`src/rtl/alu_issue_decode.sv`:
```
// alu_issue_decode: RV32I integer-ALU decode/issue stage.
// The valid/ready input is backed by a main register plus one skid register,
// which keeps instr_ready_o a flop output. Illegal instructions are counted
// with a saturating counter.

package alu_pkg;
  typedef enum logic [3:0] {
    ALU_ADD  = 4'd0,
    ALU_SUB  = 4'd1,
    ALU_SLL  = 4'd2,
    ALU_SLT  = 4'd3,
    ALU_SLTU = 4'd4,
    ALU_XOR  = 4'd5,
    ALU_SRL  = 4'd6,
    ALU_SRA  = 4'd7,
    ALU_OR   = 4'd8,
    ALU_AND  = 4'd9
  } alu_op_e;
endpackage

module alu_issue_decode
  import alu_pkg::*;
#(
  parameter int unsigned XLEN  = 32,
  parameter int unsigned CNT_W = 16
) (
  input  logic             clk_i,
  input  logic             rst_ni,
  input  logic             flush_i,
  input  logic             instr_valid_i,
  output logic             instr_ready_o,
  input  logic [31:0]      instr_i,
  input  logic [XLEN-1:0]  pc_i,
  output logic             dec_valid_o,
  input  logic             dec_ready_i,
  output alu_op_e          alu_op_o,
  output logic [4:0]       rs1_o,
  output logic [4:0]       rs2_o,
  output logic [4:0]       rd_o,
  output logic [XLEN-1:0]  imm_o,
  output logic             use_imm_o,
  output logic             use_pc_o,
  output logic [XLEN-1:0]  pc_o,
  output logic             rd_we_o,
  output logic             illegal_o,
  output logic [CNT_W-1:0] illegal_cnt_o
);

  typedef struct packed {
    alu_op_e         op;
    logic [4:0]      rs1;
    logic [4:0]      rs2;
    logic [4:0]      rd;
    logic [XLEN-1:0] imm;
    logic            use_imm;
    logic            use_pc;
    logic [XLEN-1:0] pc;
    logic            rd_we;
    logic            illegal;
  } entry_t;

  // Pure combinational decode of one instruction word into a pipeline entry.
  function automatic entry_t decode(input logic [31:0] instr, input logic [XLEN-1:0] pc);
    entry_t     e;
    logic       legal;
    logic [2:0] f3;
    logic [6:0] f7;
    e     = '0;
    e.op  = ALU_ADD;
    e.pc  = pc;
    e.rd  = instr[11:7];
    f3    = instr[14:12];
    f7    = instr[31:25];
    legal = 1'b0;
    case (instr[6:0])
      7'h33: begin
        e.rs1 = instr[19:15];
        e.rs2 = instr[24:20];
        legal = (f7 == 7'h00) || ((f7 == 7'h20) && ((f3 == 3'b000) || (f3 == 3'b101)));
        case (f3)
          3'b000:  e.op = f7[5] ? ALU_SUB : ALU_ADD;
          3'b001:  e.op = ALU_SLL;
          3'b010:  e.op = ALU_SLT;
          3'b011:  e.op = ALU_SLTU;
          3'b100:  e.op = ALU_XOR;
          3'b101:  e.op = f7[5] ? ALU_SRA : ALU_SRL;
          3'b110:  e.op = ALU_OR;
          default: e.op = ALU_AND;
        endcase
      end
      7'h13: begin
        e.rs1     = instr[19:15];
        e.use_imm = 1'b1;
        e.imm     = {{(XLEN-12){instr[31]}}, instr[31:20]};
        legal     = 1'b1;
        case (f3)
          3'b000: e.op = ALU_ADD;
          3'b001: begin
            e.op  = ALU_SLL;
            e.imm = {{(XLEN-5){1'b0}}, instr[24:20]};
            legal = (f7 == 7'h00);
          end
          3'b010: e.op = ALU_SLT;
          3'b011: e.op = ALU_SLTU;
          3'b100: e.op = ALU_XOR;
          3'b101: begin
            e.op  = f7[5] ? ALU_SRA : ALU_SRL;
            e.imm = {{(XLEN-5){1'b0}}, instr[24:20]};
            legal = (f7 == 7'h00) || (f7 == 7'h20);
          end
          3'b110:  e.op = ALU_OR;
          default: e.op = ALU_AND;
        endcase
      end
      7'h37, 7'h17: begin
        e.use_imm = 1'b1;
        e.use_pc  = (instr[6:0] == 7'h17);
        e.imm     = {instr[31:12], 12'b0};
        legal     = 1'b1;
      end
      default: legal = 1'b0;
    endcase
    if (!legal) begin
      e.op      = ALU_ADD;
      e.use_imm = 1'b0;
      e.use_pc  = 1'b0;
      e.imm     = '0;
    end else begin
      e.op = e.op;
    end
    e.illegal = !legal;
    e.rd_we   = legal;
    return e;
  endfunction

  entry_t           dec_s, main_r, skid_r, main_nxt_s, skid_nxt_s;
  logic             main_valid_r, skid_valid_r, main_valid_nxt_s, skid_valid_nxt_s;
  logic             ready_r, in_fire_s, main_free_s;
  logic [CNT_W-1:0] cnt_r;

  assign in_fire_s   = instr_valid_i && ready_r;
  assign main_free_s = !main_valid_r || dec_ready_i;

  // Decode the incoming instruction word.
  always_comb begin
    dec_s = decode(instr_i, pc_i);
  end

  // Next state of the main/skid pair; flush beats every transfer.
  always_comb begin
    main_nxt_s       = main_r;
    skid_nxt_s       = skid_r;
    main_valid_nxt_s = main_valid_r;
    skid_valid_nxt_s = skid_valid_r;
    if (flush_i) begin
      main_valid_nxt_s = 1'b0;
      skid_valid_nxt_s = 1'b0;
    end else if (main_free_s) begin
      if (skid_valid_r) begin
        main_nxt_s       = skid_r;
        main_valid_nxt_s = 1'b1;
        skid_valid_nxt_s = in_fire_s;
        if (in_fire_s) begin
          skid_nxt_s = dec_s;
        end else begin
          skid_nxt_s = skid_r;
        end
      end else if (in_fire_s) begin
        main_nxt_s       = dec_s;
        main_valid_nxt_s = 1'b1;
      end else begin
        main_valid_nxt_s = 1'b0;
      end
    end else if (in_fire_s) begin
      skid_nxt_s       = dec_s;
      skid_valid_nxt_s = 1'b1;
    end else begin
      skid_valid_nxt_s = skid_valid_r;
    end
  end

  // Buffer registers; ready is registered from the next skid occupancy.
  always_ff @(posedge clk_i or negedge rst_ni) begin
    if (!rst_ni) begin
      main_r       <= '0;
      skid_r       <= '0;
      main_valid_r <= 1'b0;
      skid_valid_r <= 1'b0;
      ready_r      <= 1'b1;
    end else begin
      main_r       <= main_nxt_s;
      skid_r       <= skid_nxt_s;
      main_valid_r <= main_valid_nxt_s;
      skid_valid_r <= skid_valid_nxt_s;
      ready_r      <= !skid_valid_nxt_s;
    end
  end

  // Saturating count of accepted, non-flushed illegal instructions.
  always_ff @(posedge clk_i or negedge rst_ni) begin
    if (!rst_ni) begin
      cnt_r <= '0;
    end else if (in_fire_s && !flush_i && dec_s.illegal && (cnt_r != {CNT_W{1'b1}})) begin
      cnt_r <= cnt_r + {{(CNT_W-1){1'b0}}, 1'b1};
    end else begin
      cnt_r <= cnt_r;
    end
  end

  assign instr_ready_o = ready_r;
  assign dec_valid_o   = main_valid_r;
  assign alu_op_o      = main_r.op;
  assign rs1_o         = main_r.rs1;
  assign rs2_o         = main_r.rs2;
  assign rd_o          = main_r.rd;
  assign imm_o         = main_r.imm;
  assign use_imm_o     = main_r.use_imm;
  assign use_pc_o      = main_r.use_pc;
  assign pc_o          = main_r.pc;
  assign rd_we_o       = main_r.rd_we;
  assign illegal_o     = main_r.illegal;
  assign illegal_cnt_o = cnt_r;

endmodule

```
`config.mk`:
```
export PLATFORM = sky130hd
export DESIGN_NAME = alu_issue_decode
export DESIGN_NICKNAME = d
export VERILOG_FILES = /design/src/rtl/alu_issue_decode.sv
export SDC_FILE = /design/constraint.sdc
export NUM_CORES = 1
export LEC_CHECK = 0
export ABC_AREA = 1
export BUFFER_PORTS_ARGS = -buffer_cell sky130_fd_sc_hd__buf_2
export CAP_MARGIN = 20
export CORE_ASPECT_RATIO = 0.6
export CORE_MARGIN = 10
export CORE_UTILIZATION = 45
export DETAILED_ROUTE_END_ITERATION = 8
export HOLD_SLACK_MARGIN = 0.06
export MAX_ROUTING_LAYER = met4
export PLACE_DENSITY_LB_ADDON = 0.2
export SLEW_MARGIN = 5
export SYNTH_ARGS = -nofsm -noshare
export SYNTH_HDL_FRONTEND = slang
export SYNTH_SLANG_ARGS = --single-unit
```
`constraint.sdc`:
```
create_clock -name clk_i -period 1.78 [get_ports clk_i]
set_input_delay 0.356 -clock clk_i [delete_from_list [all_inputs] [get_ports clk_i]]
set_output_delay 0.356 -clock clk_i [all_outputs]
set_load 0.02 [all_outputs]
```
* Word-level counts from Yosys, hierarchy flattened *
Cells that the tools add are included.

word-level totals
  flip-flop bits (word level) = 193
  bits in latches = 0
  bits in writable memories = 0
  ROM bits = 0
  bits of input ports = 69
  output and inout port bits = 105
  word-level logic and storage cells = 86
  memories = 0

operators by class
  $add $sub $neg = 1
  multipliers = 0
  divide/modulo/power cells = 0
  order comparisons = 0
  equality and inequality tests = 13
  shift-type cells = 0
  multiplexer cells = 26
  bitwise operators = 1
  reductions and logical operators = 21

operator list
  cell                   count
  $mux 87                5
  $pmux 33 s2            1
  $pmux 4 s7             2
  $mux 34                1
  $mux 32                1
  $eq 7x6->1 const B     3
  $pmux 9 s2             1
  $add 16x1->16 const B  1
  $ne 16x16->1 const B   1
  $eq 7x5->1 const B     2
  $mux 1                 11
  $eq 3x3->1 const B     3
  $logic_not 7->1        1
  $eq 3x2->1 const B     2
  $logic_and 1x1->1      5
  $mux 5                 1
  $logic_not 1->1        4
  $logic_or 1x1->1       4
  $mux 4                 1
  $reduce_bool 2->1      2
  $reduce_or 2->1        2
  $eq 3x1->1 const B     1
  $logic_not 3->1        1
  $pmux 1 s3             1
  5 further kinds        5

* Longest topological paths before layout *
Gate-level depths: netlist of the first run.

  word-level depth = 9
  depth in mapped cells = 12

* Worst setup path before layout of the first run *
OpenSTA, ideal clock, no wires.

  path type = register to register
  start point = register cnt_r[0], in the netlist illegal_cnt_o[0]
  end point = register cnt_r[6], in the netlist illegal_cnt_o[6]
  setup time = 0.118 ns
  arrival time = 1.638 ns
  data required time = 1.662 ns
  slack = 0.024 ns
  stages on the path, launching flop included = 8
  buffers on the path = 1
  period minus slack after synthesis = 1.756 ns
  path through = dfrtp_1 > ha_1 > nand3_2 > nor2_2 > nand4_4 > clkbuf_1 > nand3_1 > nand2_1

between the ends
  word-level cells in the longest chain between the ends = 2

RTL lines
  what                                                                   line  text
  start, declared                                                        139   logic [CNT_W-1:0] cnt_r;
  start signal, assigned                                                 204   cnt_r <= cnt_r + {{(CNT_W-1){1'b0}}, 1'b1};
  start signal, assigned                                                 206   cnt_r <= cnt_r;
  parallel branches: the longest is 2 deep, another holds $add 16x1->16  --

Several ways; the timed one is not identified.
A chain may end at the register's enable or synchronous reset.

* Final worst setup path of the first run *
  start point = register skid_valid_r
  end point = register main_r (netlist bit alu_op_o[2])

between the ends
  word-level cells in the longest chain between the ends = 2

RTL lines
  what                         line  text
  start, declared              137   logic main_valid_r, skid_valid_r, main_valid_nxt_s, skid_valid_nxt_s;
  start signal, assigned       194   skid_valid_r <= skid_valid_nxt_s;
  $reduce_bool 2->1 (no line)  --
  $reduce_and 3->1 (no line)   --
  end signal, assigned         191   main_r <= main_nxt_s;
  end, declared                136   entry_t dec_s, main_r, skid_r, main_nxt_s, skid_nxt_s;

Several ways; a longest one is shown, not always the timed one.

==> results by group, run 1 <==
Critical path
  • CP max stage cell: sky130_fd_sc_hd__dfrtp_2
  • Minimum setup slack among reg-to-reg paths: ~0.13 ns
  • Worst path buffer plus inverter count: 3
  • Largest incremental delay on the critical path: roughly 0.43 ns
  • Req. time, crit path: around 2.1 ns
  • Critical Path Start Type: flop
  • Cell chain of the critical path: inv_2 -> nand2_1 -> nand3_4 -> buf_12 -> buf_4 -> nor2_1 -> nand2_1 -> nand2_1
  • Crit-path leading delay family: buffers and inverters
  • Most used cell along the critical path: sky130_fd_sc_hd__nand2_1
  • Critical path endpoint category: flop
  • Worst-path fanout max: slightly below 80
  • Critical path type: flop to flop
  • Arrival time reported for the critical path endpoint: a little under 2 ns

STA
  • Least setup slack across all paths after layout: about 0.13 ns
  • Setup_tns: 0 ns
  • Shortest period the worst path allows: 1.65 ns
  • Final Hold Fails: 0
  • Final number of max-transition violations: 0
  • FMAX: 0.607 GHz
  • Final period utilization: 0.926
  • Slew headroom: 0.695
  • Final-layout worst hold slack: around 0.14 ns
  • Measured slew at the worst slew-check pin: between 0.4 and 0.5 ns
  • Worst clock skew: ~0.01 ns
  • Final setup violation count: 0
  • Unrepaired setup endpoints after global routing: false

Global routing
  • Routing usage on met3: 0.0401
  • Met2 Usage GRT: 0.281
  • Aggregate global routing overflow: 0
  • Number of antenna violations at the first check in global routing: 0
  • Met1 demand-to-capacity share in global routing: 0.302
  • Global-route wire length before repair: ~42000 microns
  • Via count of the first global-routing pass: roughly 7500
  • Global-route usage over all layers: 0.202
  • Pin count of the biggest net entering global routing: 96
  • Gr busiest metal: met1

Floorplan
  • Chip height: between 100 and 150 microns
  • Number of placement rows: 39
  • Starting Density: 0.465
  • Overall die area: between 20000 and 30000 sq um
  • Horiz. Die Dim: 202 microns
  • Placeable core area: a little under 20000 sq um
  • Number of ports placed on the die boundary: roughly 170

Layout
  • Filler cells: between 1500 and 2000
  • Final antenna diode count: 0
  • Number of standard cells in the final layout excluding fillers: about 1600
  • Sequential cell area in the final layout: 4830 sq um
  • Total area of multi-input combinational cells: 3610 sq um
  • Net count, final: 1358
  • Share of post-route cells with drive strength above 1: 0.233
  • Layout area overhead: 22.6%

Clock network
  • Buffer count from post-CTS setup fixing: 0
  • Deepest level of the CTS H-tree: 4
  • Cell at the root of the clock tree: sky130_fd_sc_hd__clkbuf_16
  • Maximum number of buffers from clock root to sink: 2
  • Number of resized instances in the post-cts repair step: 0
  • Clock Pin Slew Worst Setup and Hold Paths: 0.07 ns
  • Clock insertion delay at the later pin of the skew report: ~0.43 ns
  • Num Clock Sinks: between 150 and 200
  • Number of clock buffers inserted by TritonCTS: 17
  • TritonCTS clock tree: yes

Yosys
  • Number of warnings printed during yosys synthesis: 0
  • Part of the Yosys area used for sequential elements: 0.539
  • Ranking of synthesized cells by area: sky130_fd_sc_hd__dfrtp_1, sky130_fd_sc_hd__nand2_1, sky130_fd_sc_hd__nor2_1, sky130_fd_sc_hd__o21ai_0, sky130_fd_sc_hd__a21oi_1
  • Post-synthesis area per instance: between 8 and 9 sq um
  • Mapped Nets: 1179
  • Share of Yosys cell area claimed by the top area cell type: 0.536
  • Mapped Cells: roughly 1100
  • Synthesized area: approximately 9000 sq um
  • Post-synthesis cell type count: 34
  • Post-synth top area cell: sky130_fd_sc_hd__dfrtp_1
  • Total of flip-flops plus latches after synthesis: just under 200

Place
  • Number of placed cells counting well taps: roughly 1500
  • Worst-case setup slack after placement: -0.0448 ns
  • Weighted congestion reported at the end of routability-driven placement: between 0.9 and 1
  • Number of buffers added on ports: ~170
  • Placed wire-length estimate after detailed placement: 18000 microns

Drt
  • Starting DRT DRC Count: 692
  • Mean number of vias per cell: about 5
  • Count of vias placed by the detailed router: ~7900
  • Pre-Repair DR Iteration Count: 5
  • Detailed Route WL: roughly 26000 microns
  • Detail Route Antenna Nets: 0
  • Detailed-route wire length per cell: 16.5 microns
  • Detailed-route DRC error count: 0

Power
  • Power, Total: approximately 12 mW
  • Power per cell area: around 1100 nW/um^2
  • Largest voltage drop on the vdd net: just over 0.7 mV
  • Leak Pwr: between 5 and 6 nW

Outcome
  • Outcome: complete, no violations

Run
  • Total of max-cap violations: 0

Min path
  • Worst hold path class: input port to flop
final timing paths:
| check | to | cells after the start | startpoint |
|---|---|---|---|
| min in group asynchronous | imm_o[14] | 2 | rst_ni |
| setup reg to reg | alu_op_o[2] | 8 | skid_valid_r |
| setup / recovery | alu_op_o[2] | 8 | skid_valid_r |
| max in group asynchronous | instr_ready_o | 3 | rst_ni |
| hold reg to reg | imm_o[13] | 2 | imm_o[13] |
| hold / removal | skid_r[14] | 3 | pc_i[12] |
layout by cell type (no fill, tap or decap), drive strengths merged:
cell type	instances
ha	1
dfrtp	192
buf	221
clkbuf	19
o211ai	2
nor2	104
nand3	46
dlygate4sd3	1
dfstp	1
nor3b	2
o21ai	91
a31oi	38
a21oi	55
nor3	1
xnor2	9
clkinvlp	1
xor2	4
bufinv	1
a21boi	1
o21a	1
inv	66
nand2	436
nand4	2
clkinv	5
cell type report:
cell class | instances | share of cell area
Sequential cell | 193 | 0.440
Multi-Input combinational cell | 793 | 0.329
Timing Repair Buffer | 223 | 0.128
Clock buffer | 18 | 0.0400
Tap cell | 266 | 0.0303
Inverter | 60 | 0.0206
Clock inverter | 13 | 0.0129
cell families after synthesis:
logic type	after synthesis	share of synthesized area
compound gates	188	0.119
simple gates	591	0.269
flops	193	0.539
fa+ha+maj	1	0.00140
buf+inv	123	0.0589
xor+xnor	13	0.0127
state kept, by name, indices dropped and copies added (netlist names), 4 cells and up:
register / cells
skid_r: 87
pc_o: 32
rd_o: 5
rs1_o: 5
illegal_cnt_o: 16
imm_o: 32
alu_op_o: 4
rs2_o: 5
synth_stat cells, drive strengths merged:
library cell	number
nand3	46
buf	30
clkbuf	33
nor3b	2
xor2	4
nor3	1
inv	59
o211ai	2
nand2	436
xnor2	9
nand4	2
nor2	104
o21a	1
clkinv	1
ha	1
dfrtp	192
a31oi	38
a21oi	55
dfstp	1
a21boi	1
o21ai	91
worst min-delay path: cells and delay by family:
family | cells | cell delay (ns)
buffers and inverters | 1 | 0.09
and+or+nand+nor | 2 | 0.09
report_power, final:
part           leakage [nW]  internal, mW  switching [mW]
combinational          3.08         0.815            1.45
clock                 0.284          2.02            1.82
sequential             2.47          5.09           0.354
total                  5.84          7.92            3.63
per-layer routing:
layer / share of wire / wire length, microns
met1: 0.53 / 13600
met2: 0.42 / 10800
met3: 0.053 / 1380
met4: 0.0026 / 68
met5: 0 / 0
per-stage QoR:
| step | area (sq um) | util |
|---|---|---|
| 3_3_place_gp | 10400 | 0.539 |
| 5_1_grt | 11000 | 0.570 |
| 4_1_cts | 11000 | 0.570 |
| 3_5_place_dp | 10400 | 0.539 |
| 6_report | 11000 | 0.570 |
| 2_1_floorplan | 8960 | - |
repair_timing:
item | CTS | global route
endpoints found under the setup margin | 0 | 1
hold endpoints to repair | 37 | 0
hold buffers | 1 | 0
Note: power is estimated with default switching activity, not from simulation.
==> run 2, diff against run 1 <==
Settings changed: CORE_UTILIZATION 45 to 55.
==> run 2 against run 1 <==
Against the previous run:
- routed wire length decreased by 2.0%
- non-clock buffer count is 6 lower
- critical path depth grew 1
- sequential share of layout area increased by 0.33 points
- via count rose by 1.9%
- final cell count shrank 4.0%
- largest power group unchanged
- highest routed layer unchanged
==> results by group, run 2 (synthesized netlist as in run 1, its figures left out) <==
Outcome
  • Outcome: complete, no violations

STA
  • Slew headroom: 0.712 (+0.0162)
  • Final setup violation count: 0 (unchanged)
  • Final-layout worst hold slack: 0.138 ns (-0.00273 ns)
  • FMAX: 0.600 GHz (-1.1%)
  • Setup_tns: 0 ns (unchanged)
  • Worst clock skew: 0.00933 ns (-0.000686 ns)
  • Measured slew at the worst slew-check pin: 0.433 ns (-0.0243 ns)
  • Least setup slack across all paths after layout: 0.113 ns (-0.0183 ns)
  • Final period utilization: 0.936 (+0.0103)
  • Unrepaired setup endpoints after global routing: false
  • Final Hold Fails: 0 (unchanged)
  • Shortest period the worst path allows: 1.67 ns (+0.0183 ns)
  • Final number of max-transition violations: 0 (unchanged)

Floorplan
  • Chip height: 119 microns (-8.1%)
  • Horiz. Die Dim: 185 microns (-8.6%)
  • Number of placement rows: 36 (-7.7%)
  • Placeable core area: 16100 sq um (-17%)
  • Number of ports placed on the die boundary: 174 (unchanged)
  • Overall die area: 22000 sq um (-16%)
  • Starting Density: 0.557 (+0.0923)

Min path
  • Worst Min Path Start: pc_i[30]
  • Worst hold path class: input port to flop
  • Number of cells on the worst hold path: 3 (unchanged)
  • Hold worst-path end: skid_r[32]

Drt
  • Detailed-route wire length per cell: 16.8 microns (+2.1%)
  • Detail Route Antenna Nets: 0 (unchanged)
  • Detailed Route WL: 25300 microns (-2.0%)
  • Met3 WL: 2160 microns (+56%)
  • Highest routing layer actually used: met4
  • Starting DRT DRC Count: 979 (+41%)
  • Routed length on met2: 10800 microns (about the same)
  • Detailed-route DRC error count: 0 (unchanged)
  • Count of vias placed by the detailed router: 8037 (+1.9%)
  • Pre-Repair DR Iteration Count: 6 (+1)
  • Mean number of vias per cell: 5.34 (+6.1%)
  • Routed met1 length: 12000 microns (-11%)

Place
  • Placed wire-length estimate after detailed placement: 17300 microns (-3.9%)
  • Worst-case setup slack after placement: 0.0247 ns (+0.0694 ns)
  • Weighted congestion reported at the end of routability-driven placement: 0.997 (+5.0%)
  • Number of buffers added on ports: 173 (unchanged)
  • Total placed instance area: 10300 sq um (-1.2%)

Clock network
  • Clock Pin Slew Worst Setup and Hold Paths: 0.08 ns (about the same)
  • Num Clock Sinks: 193 (unchanged)
  • Clock insertion delay at the later pin of the skew report: 0.43 ns (about the same)
  • Maximum number of buffers from clock root to sink: 2 (unchanged)
  • Deepest level of the CTS H-tree: 4 (unchanged)
  • TritonCTS clock tree: yes
  • Cell at the root of the clock tree: sky130_fd_sc_hd__clkbuf_16
  • Number of clock buffers inserted by TritonCTS: 17 (unchanged)

Critical path
  • R2R Path Start: illegal_cnt_o[1]
  • Worst path buffer plus inverter count: 1 (-2)
  • Largest incremental delay on the critical path: 0.42 ns (about the same)
  • Worst-path fanout max: 5 (-94%)
  • Destination of the worst register-to-register timing path: illegal_cnt_o[12]
  • CP max stage cell: sky130_fd_sc_hd__dfrtp_1
  • Critical path type: flop to flop
  • Minimum setup slack among reg-to-reg paths: 0.11 ns (-0.02 ns)
  • Crit-path leading delay family: simple AND/OR/NAND/NOR gates
  • Reg2reg path depth: 9 (+1)
  • Cell chain of the critical path: ha_1 -> nand3_2 -> nor2_4 -> buf_4 -> nand3_1 -> nor2_1 -> nand3_1 -> nand2_1 -> nand2_1
  • Arrival time reported for the critical path endpoint: 1.98 ns (+0.02 ns)
  • Critical Path Start Type: flop
  • Critical path endpoint category: flop
  • Req. time, crit path: 2.10 ns (about the same)

Layout
  • Net count, final: 1352 (-0.44%)
  • Most used cells in the layout excluding fill and tap cells: sky130_fd_sc_hd__nand2_1, sky130_fd_sc_hd__dfrtp_1, sky130_fd_sc_hd__buf_2, sky130_fd_sc_hd__nor2_1, sky130_fd_sc_hd__o21ai_0
  • Number of flip-flops in the largest register: 87 (unchanged)
  • Final antenna diode count: 0 (unchanged)
  • Layout area overhead: 21.7%
  • Share of post-route cells with drive strength above 1: 0.230 (-0.00296)
  • Most common library cell in the layout ignoring fill and taps: sky130_fd_sc_hd__nand2_1
  • Top register by number of flip-flops: skid_r
  • Post-route cell area: 10900 sq um (-0.75%)
  • Filler cells: 1373 (-23%)

Global routing
  • Global-route wire length before repair: 40700 microns (-2.2%)
  • Global-route usage over all layers: 0.235 (+0.0324)
  • Via count of the first global-routing pass: 7833 (+3.9%)
  • Aggregate global routing overflow: 0 (unchanged)
  • Number of antenna violations at the first check in global routing: 0 (unchanged)
  • Pin count of the biggest net entering global routing: 96 (unchanged)

Run
  • Total of max-cap violations: 0 (unchanged)

Power
  • Leak Pwr: 5.81 nW (-0.52%)
  • Power per cell area: 1070 nW/um^2 (+1.5%)
  • Largest voltage drop on the vdd net: 0.685 mV (-2.7%)
-- run 2: report_power, final --
part           switching (mW)  leakage (nW)  internal, mW
sequential              0.416          2.47          5.09
clock                    1.89         0.287          2.01
combinational            1.42          3.05         0.815
-- run 2: final cells by class --
| type | instances | area, sq um | share of cell area |
|---|---|---|---|
| sequential | 193 | 4830 | 0.443 |
| multi-input combinational | 793 | 3620 | 0.332 |
| tap | 209 | 262 | 0.0240 |
| clock buffer | 17 | 425 | 0.0390 |
| timing repair buffer | 217 | 1370 | 0.126 |
| clock inverter | 15 | 171 | 0.0157 |
| inverter | 60 | 226 | 0.0208 |
-- run 2: worst reg2reg max path, delay by kind of cell (launching register included) --
family                   cells  cell delay (ns)
AND/OR/NAND/NOR              7             0.75
flip-flops                   1             0.42
buffers and inverters        1             0.16
adder cells (fa/ha/maj)      1             0.23
-- run 2: per-layer routing --
| layer | up-vias | GRT usage |
|---|---|---|
| met2 | 354 | 0.328 |
| met4 | 0 | 0.0642 |
| met1 | 3779 | 0.337 |
| met5 | - | - |
| met3 | 28 | 0.0504 |
| li1 | 3876 | - |
-- run 2: stage by stage --
| stage | util | power, mW | cells |
|---|---|---|---|
| finish | 0.678 | 11.6 | 1504 |
| CTS | 0.676 | 11.6 | 1501 |
| global placement | 0.639 | 7.69 | 1468 |
| global route | 0.678 | 12.2 | 1504 |
| detailed placement | 0.639 | 7.76 | 1468 |
| floorplan | - | 6.83 | 1109 |
-- run 2: what timing repair did --
item | 4_1_cts | 5_1_grt
setup endpoints to repair | 0 | 1
endpoints found under the hold margin | 38 | 0
gates resized for setup | 0 | 1
setup buffers | 0 | 3
hold buffers | 1 | 0
-- run 2: worst max-delay path by stage --
| stage | slack, ns | startpoint | cells after the start | to |
|---|---|---|---|---|
| final | 0.11 | illegal_cnt_o[1] | 9 | illegal_cnt_o[12] |
| after global routing | 0.02 | illegal_cnt_o[7] | 8 | illegal_cnt_o[12] |
| after CTS | 0.11 | illegal_cnt_o[1] | 9 | illegal_cnt_o[12] |
| after detailed placement | 0.02 | instr_i[13] | 11 | illegal_cnt_o[0] |
| after global placement | 0.1 | instr_i[13] | 11 | illegal_cnt_o[9] |
| after floorplan | 0.02 | illegal_cnt_o[0] | 7 | illegal_cnt_o[6] |
==> run 3, diff against run 2 <==
Clock period 1.78 ns to 1.93 ns, I/O delays scaled along.
==> run 3 against run 2 <==
Against the previous run:
- sequential share of layout area grew 0.80 points
- utilization shrank 1.2 points
- clock skew grew 0.00089 ns
- power shrank 10%
- critical path depth is the same
- setup slack gained 0.11 ns
- critical endpoint unchanged
- largest cell class unchanged
==> results by group, run 3 (synthesized netlist as in run 1, its figures left out) <==
Outcome
  • Outcome: complete, no violations

Place
  • Number of placed cells counting well taps: 1457 (-0.75%)
  • Weighted congestion reported at the end of routability-driven placement: 0.955 (-4.2%)
  • Placed wire-length estimate after detailed placement: 17500 microns (+0.65%)
  • Number of buffers added on ports: 173 (unchanged)

STA
  • Shortest period the worst path allows: 1.71 ns (+0.0436 ns)
  • Unrepaired setup endpoints after global routing: false
  • Final-layout worst hold slack: 0.152 ns (+0.0147 ns)
  • Final number of max-transition violations: 0 (unchanged)
  • Measured slew at the worst slew-check pin: 0.542 ns (+0.110 ns)
  • Final setup violation count: 0 (unchanged)
  • Worst clock skew: 0.0102 ns (+0.000889 ns)
  • Final Hold Fails: 0 (unchanged)
  • Setup_tns: 0 ns (unchanged)
  • FMAX: 0.585 GHz (-2.6%)
  • Slew headroom: 0.638 (-0.0732)
  • Final period utilization: 0.886 (-0.0502)

Clock network
  • Num Clock Sinks: 193 (unchanged)
  • Buffer count from post-CTS setup fixing: 0 (unchanged)
  • Clock insertion delay at the later pin of the skew report: 0.44 ns (about the same)
  • # hold bufs at CTS: 1 (unchanged)
  • TritonCTS clock tree: yes
  • Clock Pin Slew Worst Setup and Hold Paths: 0.07 ns (about the same)
  • Number of resized instances in the post-cts repair step: 0 (unchanged)
  • Maximum number of buffers from clock root to sink: 2 (unchanged)
  • Cell at the root of the clock tree: sky130_fd_sc_hd__clkbuf_16
  • Number of clock buffers inserted by TritonCTS: 17 (unchanged)
  • Deepest level of the CTS H-tree: 4 (unchanged)

Drt
  • Detailed-route DRC error count: 0 (unchanged)
  • Mean number of vias per cell: 5.36 (+0.27%)
  • Detailed-route wire length per cell: 16.7 microns (-0.85%)
  • Starting DRT DRC Count: 748 (-24%)
  • Count of vias placed by the detailed router: 7984 (-0.66%)
  • Pre-Repair DR Iteration Count: 5 (-1)
  • Detail Route Antenna Nets: 0 (unchanged)
  • Detailed Route WL: 24800 microns (-1.8%)

Run
  • Total of max-cap violations: 0 (unchanged)

Floorplan
  • Number of placement rows: 36 (unchanged)
  • Horiz. Die Dim: 185 microns (unchanged)
  • Chip height: 119 microns (unchanged)
  • Starting Density: 0.557 (unchanged)
  • Number of ports placed on the die boundary: 174 (unchanged)
  • Placeable core area: 16100 sq um (unchanged)
  • Overall die area: 22000 sq um (unchanged)

Power
  • Power, Total: 10.5 mW (-10%)
  • Leak Pwr: 5.71 nW (-1.7%)
  • Largest voltage drop on the vdd net: 0.477 mV (-30%)
  • Power per cell area: 977 nW/um^2 (-8.5%)

Critical path
  • Arrival time reported for the critical path endpoint: 2.04 ns (+0.06 ns)
  • Worst-path fanout max: 5 (unchanged)
  • Critical Path Start Type: flop
  • Req. time, crit path: 2.26 ns (+0.16 ns)
  • Critical path endpoint category: flop
  • R2R Path Start: illegal_cnt_o[1]
  • Minimum setup slack among reg-to-reg paths: 0.22 ns (+0.11 ns)
  • Critical path type: flop to flop
  • Reg2reg path depth: 9 (unchanged)
  • Destination of the worst register-to-register timing path: illegal_cnt_o[12]

Global routing
  • Pin count of the biggest net entering global routing: 96 (unchanged)
  • Number of antenna violations at the first check in global routing: 0 (unchanged)
  • Aggregate global routing overflow: 0 (unchanged)
  • Global-route wire length before repair: 40800 microns (+0.31%)
  • Via count of the first global-routing pass: 7710 (-1.6%)
  • Global-route usage over all layers: 0.237 (+0.00187)

Min path
  • Worst hold path class: input port to flop
  • Hold worst-path end: skid_r[32]
  • Number of cells on the worst hold path: 3 (unchanged)
  • Worst Min Path Start: pc_i[30]

Layout
  • Most common library cell in the layout ignoring fill and taps: sky130_fd_sc_hd__nand2_1
  • Number of flip-flops in the largest register: 87 (unchanged)
  • Share of post-route cells with drive strength above 1: 0.222 (-0.00841)
  • Top register by number of flip-flops: skid_r
  • Most used cells in the layout excluding fill and tap cells: sky130_fd_sc_hd__nand2_1, sky130_fd_sc_hd__dfrtp_1, sky130_fd_sc_hd__buf_2, sky130_fd_sc_hd__nor2_1, sky130_fd_sc_hd__o21ai_0
  • Net count, final: 1338 (-1.0%)
  • Final antenna diode count: 0 (unchanged)
  • Final core area utilization: 0.666 (-0.0120)
  • Number of standard cells in the final layout excluding fillers: 1490 (-0.93%)
  • Layout area overhead: 19.5%
[run 3: per-stage QoR]
stage	instance area, sq um	setup slack [ns]
after floorplan	8960	0.174
after global placement	10100	0.117
after detailed placement	10100	0.0542
after CTS	10700	0.247
after global routing	10700	0.0307
final	10700	0.220
[run 3: power by group]
part | internal, mW | leakage, nW | switching [mW]
clock | 1.71 | 0.272 | 1.70
combinational | 0.688 | 2.96 | 1.30
sequential | 4.69 | 2.47 | 0.364
total | 7.10 | 5.71 | 3.36
[run 3: worst max path at each step]
stage,start,to,slack (ns),cells past startpoint
floorplan,illegal_cnt_o[0],illegal_cnt_o[6],0.17,7
global placement,instr_i[13],illegal_cnt_o[4],0.12,10
detailed placement,instr_i[13],illegal_cnt_o[4],0.05,10
CTS,illegal_cnt_o[1],illegal_cnt_o[12],0.25,9
global route,illegal_cnt_o[1],illegal_cnt_o[12],0.03,9
finish,illegal_cnt_o[1],illegal_cnt_o[12],0.22,9
[run 3: final cells by class]
class                      count  area [sq um]
clock buffer                  17           425
clock inverter                15           139
fill                        1399          5370
inverter                      60           226
multi-input combinational    793          3610
sequential                   193          4830
tap                          209           262
timing repair buffer         203          1210
[run 3: worst max-delay path, cell delays in order, from the launching register on]
cell and delay (ns):
sky130_fd_sc_hd__dfrtp_1 0.43, sky130_fd_sc_hd__ha_1 0.26, sky130_fd_sc_hd__nand3_2 0.13, sky130_fd_sc_hd__nor2_2 0.20, sky130_fd_sc_hd__buf_4 0.18, sky130_fd_sc_hd__nand3_1 0.08, sky130_fd_sc_hd__nor2_1 0.12, sky130_fd_sc_hd__nand3_1 0.09
sky130_fd_sc_hd__nand2_1 0.07, sky130_fd_sc_hd__nand2_1 0.05
[run 3: routing by layer]
layer	track usage	up-vias	wire [microns]	part of all wire
met1	0.347	3786	12100	0.49
met5	-	-	0	0
met2	0.322	325	10500	0.42
met3	0.0486	29	1920	0.077
li1	-	3844	-	-
met4	0.0708	0	401	0.016
